## src/rtl/display_timing_720p.sv

```systemverilog
// 1280x720p60 timing generator: waits for a stable pixel-clock lock, then emits registered, mutually aligned coordinates, sync, DE and strobes.
// Optional completed-frame counter is built only when DISPLAY_TIMING_FRAME_CNT_EN is defined.
module display_timing_720p #(
  parameter int CORDW       = 16,
  parameter int H_RES       = 1280,
  parameter int H_FP        = 110,
  parameter int H_SYNC      = 40,
  parameter int H_BP        = 220,
  parameter int V_RES       = 720,
  parameter int V_FP        = 5,
  parameter int V_SYNC      = 5,
  parameter int V_BP        = 20,
  parameter bit H_POL       = 1'b1,
  parameter bit V_POL       = 1'b1,
  parameter int LOCK_CYCLES = 16
) (
  input  logic                    clk_pix,
  input  logic                    rst_pix,
  input  logic                    clk_pix_locked,
  output logic signed [CORDW-1:0] sx,
  output logic signed [CORDW-1:0] sy,
  output logic                    hsync,
  output logic                    vsync,
  output logic                    de,
  output logic                    frame,
  output logic                    line,
  output logic                    running,
  output logic [15:0]             frame_cnt
);

  // Blanking sits at negative coordinates so the active area starts at (0,0).
  localparam logic signed [CORDW-1:0] H_STA  = CORDW'(-(H_FP + H_SYNC + H_BP));
  localparam logic signed [CORDW-1:0] HS_STA = CORDW'(-(H_SYNC + H_BP));
  localparam logic signed [CORDW-1:0] HS_END = CORDW'(-H_BP);
  localparam logic signed [CORDW-1:0] HA_END = CORDW'(H_RES - 1);
  localparam logic signed [CORDW-1:0] V_STA  = CORDW'(-(V_FP + V_SYNC + V_BP));
  localparam logic signed [CORDW-1:0] VS_STA = CORDW'(-(V_SYNC + V_BP));
  localparam logic signed [CORDW-1:0] VS_END = CORDW'(-V_BP);
  localparam logic signed [CORDW-1:0] VA_END = CORDW'(V_RES - 1);
  localparam logic signed [CORDW-1:0] ONE    = CORDW'(1);
  localparam logic [7:0]              LOCK_LIM = 8'(LOCK_CYCLES);

  typedef enum logic {WAIT_LOCK, RUN} state_t;

  state_t                  state, state_nxt;
  logic [7:0]              lock_cnt, lock_cnt_nxt;
  logic signed [CORDW-1:0] sx_nxt, sy_nxt;
  logic                    run_nxt;
  logic                    hs_act, vs_act, de_nxt, frame_nxt, line_nxt;

  always_ff @(posedge clk_pix) begin
    if (rst_pix) begin
      state    <= WAIT_LOCK;
      lock_cnt <= 8'd0;
    end else begin
      state    <= state_nxt;
      lock_cnt <= lock_cnt_nxt;
    end
  end

  // Next position is decoded here and registered together, so all outputs share one cycle.
  always_comb begin
    state_nxt    = state;
    lock_cnt_nxt = lock_cnt;
    sx_nxt       = H_STA;
    sy_nxt       = V_STA;
    case (state)
      WAIT_LOCK: begin
        if (!clk_pix_locked) begin
          lock_cnt_nxt = 8'd0;
        end else if (lock_cnt + 8'd1 == LOCK_LIM) begin
          state_nxt    = RUN;
          lock_cnt_nxt = 8'd0;
        end else begin
          lock_cnt_nxt = lock_cnt + 8'd1;
        end
      end
      RUN: begin
        if (!clk_pix_locked) begin
          state_nxt    = WAIT_LOCK;
          lock_cnt_nxt = 8'd0;
        end else if (sx == HA_END) begin
          sx_nxt = H_STA;
          sy_nxt = (sy == VA_END) ? V_STA : sy + ONE;
        end else begin
          sx_nxt = sx + ONE;
          sy_nxt = sy;
        end
      end
      default: state_nxt = WAIT_LOCK;
    endcase

    run_nxt   = (state_nxt == RUN);
    hs_act    = run_nxt && (sx_nxt >= HS_STA) && (sx_nxt < HS_END);
    vs_act    = run_nxt && (sy_nxt >= VS_STA) && (sy_nxt < VS_END);
    de_nxt    = run_nxt && !sx_nxt[CORDW-1] && !sy_nxt[CORDW-1];
    line_nxt  = run_nxt && (sx_nxt == H_STA);
    frame_nxt = line_nxt && (sy_nxt == V_STA);
  end

  always_ff @(posedge clk_pix) begin
    if (rst_pix) begin
      sx      <= H_STA;
      sy      <= V_STA;
      hsync   <= ~H_POL;
      vsync   <= ~V_POL;
      de      <= 1'b0;
      frame   <= 1'b0;
      line    <= 1'b0;
      running <= 1'b0;
    end else begin
      sx      <= sx_nxt;
      sy      <= sy_nxt;
      hsync   <= hs_act ? H_POL : ~H_POL;
      vsync   <= vs_act ? V_POL : ~V_POL;
      de      <= de_nxt;
      frame   <= frame_nxt;
      line    <= line_nxt;
      running <= run_nxt;
    end
  end

`ifdef DISPLAY_TIMING_FRAME_CNT_EN
  logic        first_seen;
  logic [15:0] frame_cnt_q;

  // The strobe on entry to RUN starts a frame rather than completing one, so it is skipped.
  always_ff @(posedge clk_pix) begin
    if (rst_pix) begin
      first_seen  <= 1'b0;
      frame_cnt_q <= 16'd0;
    end else if (!run_nxt) begin
      first_seen  <= 1'b0;
    end else if (frame_nxt) begin
      first_seen  <= 1'b1;
      if (first_seen) frame_cnt_q <= frame_cnt_q + 16'd1;
    end
  end

  assign frame_cnt = frame_cnt_q;
`else
  assign frame_cnt = 16'd0;
`endif

endmodule

```

## config.mk

```make
export PLATFORM = sky130hd
export DESIGN_NAME = display_timing_720p
export DESIGN_NICKNAME = d
export VERILOG_FILES = /design/src/rtl/display_timing_720p.sv
export SDC_FILE = /design/constraint.sdc
export NUM_CORES = 1
export LEC_CHECK = 0
export ABC_AREA = 1
export CORE_ASPECT_RATIO = 0.5
export CORE_MARGIN = 4
export CORE_UTILIZATION = 53
export CTS_CLUSTER_DIAMETER = 200
export DETAILED_ROUTE_END_ITERATION = 10
export GPL_ROUTABILITY_DRIVEN = 0
export PLACE_DENSITY_LB_ADDON = 0.3
export SLEW_MARGIN = 20
export SYNTH_ARGS = -nofsm -noshare
export SYNTH_HDL_FRONTEND = slang
export SYNTH_SLANG_ARGS = --single-unit
```

## constraint.sdc

```tcl
create_clock -name clk_pix -period 2.5 [get_ports clk_pix]
set_input_delay 0.5 -clock clk_pix [delete_from_list [all_inputs] [get_ports clk_pix]]
set_output_delay 0.5 -clock clk_pix [all_outputs]
set_load 0.005 [all_outputs]
```

* Yosys cells after proc, flatten, opt, wreduce, memory -nomap -nowiden
Index checks and enable logic that the tools add are counted.
Storage, ports and cells: register bits 46, bits in latches 0, bits of input ports 3, output and inout bits 54, bits in read-only memories 0, word-level logic and storage cells 50, bits in writable memories 0, memories kept 0
Operators by class: shift operators 0, add/sub/neg operators 3, reductions and logical operators 10, bitwise gates (word level) 1, magnitude comparators 4, multiply operators 0, eq/ne operators 6, div/mod/pow operators 0, muxes and demuxes 17
Operator list (number):
- $mux 16 | 7
- $add 16x2->16 const B | 2
- $mux 8 | 3
- $eq 16x10->1 const B | 1
- $eq 16x11->1 const B | 1
- $eq 16x12->1 const B | 1
- $eq 16x6->1 const B | 1
- $ge 16x10->1 const B | 1
- $ge 16x6->1 const B | 1
- $lt 16x6->1 const B | 1
- $lt 16x9->1 const B | 1
- $pmux 8 s2 | 1
- $add 8x1->8 const B | 1
- $eq 8x5->1 const B | 1
- $logic_and 1x1->1 | 8
- $mux 1 | 5
- $logic_not 1->1 | 2
- $ne 2x2->1 const B | 1
- $pmux 1 s2 | 1
- $not 1->1 | 1

* Depth between registers and ports, before layout
Gate-level depths: netlist (run 1).
depth after elaboration 9, mapped depth 15, mapped depth without buffers 15

* Worst setup path after synthesis (run 1)
No wires, ideal clock.
kind reg-to-reg, from register sx[0], to register frame, library setup time 64 ps, period minus slack after synthesis 1829 ps, path slack 671 ps, buffers on the path 1, cell stages (with the launch flop) 13, required time 2436 ps, arrival 1765 ps, cells stage by stage dfxtp_1 ha_1 nand3_1 nor2_2 nand2_4 nand2_8 buf_6 nor2_2 nor2_2 nand4_1 nor2_1 nand3_1 nor2_1
On the way: word-level cells in the longest chain between the ends 7, elaborated cells on any way between the ends 12, classes of those cells 1 x add/sub; 3 x eq/ne; 6 x mux; 2 x reduce/logical
Ends and longest elaborated chain:
- start: declaration | line 20 | output logic signed [CORDW-1:0] sx,
- start signal: assignment | line 112 | sx <= sx_nxt;
- $add 16x2->16 or $eq 16x12->1 (tied branches) | line 86, 82
- $mux 16 | line 82 | end else if (sx == HA_END) begin
- $mux 16 | line 79 | if (!clk_pix_locked) begin
- $mux 16 | line 67 | case (state)
- $eq 16x10->1 | line 97 | line_nxt = run_nxt && (sx_nxt == H_STA);
- $logic_and 1x1->1 | line 97
- $logic_and 1x1->1 (*) | line 98 | frame_nxt = line_nxt && (sy_nxt == V_STA);
- end signal: assignment | line 117 | frame <= frame_nxt;
- end: declaration | line 25 | output logic frame,
Every way passes the cells marked *; elsewhere a longest branch is shown, timed or not. A chain may end at the register's enable or synchronous reset.

* Final worst setup path (run 1)
from register sy[0], to register vsync
On the way: word-level cells in the longest chain between the ends 9, elaborated cells on any way between the ends 11, classes of those cells 1 x add/sub; 2 x order compare; 1 x eq/ne; 5 x mux; 2 x reduce/logical
Ends and longest elaborated chain:
- start: declaration | line 21 | output logic signed [CORDW-1:0] sy,
- start signal: assignment | line 113 | sy <= sy_nxt;
- $add 16x2->16 or $eq 16x11->1 (tied branches) | line 84 | sy_nxt = (sy == VA_END) ? V_STA : sy + ONE;
- $mux 16 | line 84
- $mux 16 (*) | line 82
- $mux 16 (*) | line 79
- $mux 16 (*) | line 67
- $ge 16x6->1 | line 95 | vs_act = run_nxt && (sy_nxt >= VS_STA) && (sy_nxt < VS_END);
- $logic_and 1x1->1 | line 95
- $logic_and 1x1->1 (*) | line 95
- $mux 1 (*) | line 115 | vsync <= vs_act ? V_POL : ~V_POL;
- end signal: assignment | line 106 | vsync <= ~V_POL;
- end signal: assignment | line 115
- end: declaration | line 23 | output logic vsync,
Marked as above.

==> results of run 1 <==
==> layout make-up <==
class / instances / area (µm²)
multi-input cells: 369 / 1750
well taps: 73 / 91.3
repair buffers: 44 / 430
clock inverters: 3 / 25.0
flip-flops and latches: 46 / 921
clock buffers: 5 / 125
inverters: 65 / 246
fillers: 523 / 1920
==> logic make-up (layout without fill, tap and decap cells) <==
| group | Yosys count | in the layout | share of synthesized area |
|---|---|---|---|
| other | 1 | 16 | 0.00123 |
| adder cells (fa/ha/maj) | 3 | 3 | 0.0123 |
| AND/OR/NAND/NOR | 312 | 312 | 0.465 |
| AO/OA/AOI/OAI | 29 | 29 | 0.0502 |
| XOR/XNOR | 9 | 9 | 0.0259 |
| flip-flops | 46 | 46 | 0.303 |
| buffers and inverters | 91 | 117 | 0.142 |
==> timing repair <==
action | CTS | global route
endpoints found under the setup margin | 0 | 4
resized for setup | 0 | 2
hold buffers | 0 | 0
==> report_power, final <==
group | switching (µW) | internal (µW)
registers | 1.42 | 734
logic | 22.2 | 7.43
clock network | 299 | 376
==> critical path: stages, from the launching register on <==
cell and delay (ps):
dfxtp_1 440, ha_1 230, nand3_1 240, nor2_2 310, inv_1 90, nor2_2 190
nand3_1 120, nand3_1 100, nand3_1 70, nor2_1 220, nand3_1 110, nor2_1 80
==> layer usage <==
layer,vias to the layer above,track usage,wire [µm]
li1,1634,-,-
met1,1361,0.297,3630
met2,102,0.342,3220
met3,12,0.0412,453
met4,0,0.0552,98
met5,-,0,0
==> synthesized netlist by cell type (2+ instances only) <==
| cell | count |
|---|---|
| clkinv_1 | 2 |
| nand3_1 | 49 |
| ha_1 | 3 |
| inv_2 | 2 |
| nand2_1 | 136 |
| nor2_1 | 67 |
| nor2_2 | 9 |
| nand4_1 | 30 |
| inv_1 | 60 |
| dfxtp_1 | 46 |
| nand2_4 | 2 |
| nand2_2 | 2 |
| nand3b_1 | 5 |
| xor2_1 | 9 |
| buf_6 | 3 |
| clkbuf_1 | 5 |
| a21oi_1 | 16 |
| nor3_1 | 8 |
| o21ai_0 | 9 |
| buf_4 | 17 |
==> flip-flops by register name (all words and copies together) (netlist names) <==
register	flops
de	1
frame	1
hsync	1
line	1
lock_cnt	8
running	1
sx	16
sy	16
vsync	1
==> metrics by stage <==
step	power (µW)	hold WS, ps
after floorplan	789	456
after global placement	781	478
after detailed placement	781	481
after CTS	1450	491
after global routing	1490	508
final	1440	487
==> worst max-delay path by stage <==
stage | start | end | slack [ps]
2_1_floorplan | sx[0] | frame | 670
3_3_place_gp | sx[0] | frame | 250
3_5_place_dp | sx[0] | frame | 200
4_1_cts | sx[0] | frame | 190
5_1_grt | sy[0] | frame | 20
6_report | sy[0] | vsync | 260
==> run metrics, run 1 <==
setup TNS 0 ps; Final Max Slew Viols 0; drt first pass iters 5; Routed wire per std cell 12.2 µm; status finished clean; commonest non-fill, non-tap cell in the layout nand2_1; Cells after Synth 491; Cell Rows 19; Routed Antenna Nets 0; commonest cells after routing, fill and taps aside nand2_1, nor2_1, inv_1; Synth top area share 0.303; Synth async-reset ratio 0; Post-Route WL 7410 µm; Initial Util 0.551; Distinct cells, synth 31; Hold Crit Class flop to flop; setup repair after global routing missed its margin no; # Post-CTS Setup Buffers 0; CP Max Fanout 7; Post-synth EDFFs 0; Congestion Overflow GR 0; initial antenna violation count 0; clock latency on the worst-skew pair 290 ps; 1st-iter DRT viols 267; PwrDens 401 mW/mm²; vias in the first global route 2687; FF+latch count, synth 46; startpoint types flop; placed inst area 0.00343 mm²; Nets 537; WS Path Type flop to flop; # IOs 57; CTS tree yes; Post-synth top flop dfxtp_1; hold wc startpoint lock_cnt[6]; Sink Count 46; largest net degree at the start of global routing 20; maximum vdd drop 307 µV; post-layout instance area 0.00359 mm²; reg2reg start sy[0]; Final Cycle Share 0.896; global-route wire length before repair 12200 µm; Syn Area/Cell 6.19 µm²; core area 0.00552 mm²; R2R depth 11; setup ws final 259 ps; height of the die 61.6 µm; Inserted Diodes 0; post-layout min period 2240 ps; clk buf depth 2; hold-critical path depth 2; Layout Skew 6.77 ps; Setup Viol. Count Final 0; Critical Path AT 2470 ps; DR vias/cell 5.14; sequential fraction of the synthesis area 0.303; Port-buffer cells 40; total track usage 0.213; H-tree levels 2; leakage 0.00176 µW; Finished Core Util 0.652; DRC viols 0; Mapped Area 0.00304 mm²; pre-CTS WS 200 ps; synth-to-layout area growth 18.2%; clock slew at reported path FFs 70 ps; Hold Violations, Final 0; Clock Tree Root clkbuf_16; Data required, critical path 2730 ps; Layout Cells excl Fill 605; Hold EP lock_cnt[6]; R2R Path End vsync; reg2reg setup slack 260 ps; placed insts 597; Max Cap Viol 0; CTS buffer count 5; Die ar. 0.00709 mm²; Crit. End Element flop; share of post-route cells with drive strength above 1 0.0620; DR vias 3109; most area-consuming cells after synthesis dfxtp_1, nand2_1, nor2_1; Fmax 446 MHz; synth warn 0; Synth area leader dfxtp_1; DP HPWL 5650 µm; Die Wd 115 µm
(Power assumes the default switching activity.)
==> run 2: changes to the inputs <==
- SLEW_MARGIN: 20 -> not set
==> results of run 2 <==
Final layout, timing and power as in run 1 (identical DEF).
==> run 3: changes to the inputs <==
- CTS_CLUSTER_SIZE: not set -> 28
==> results of run 3 <==
Final layout, timing and power as in run 1 (identical DEF).
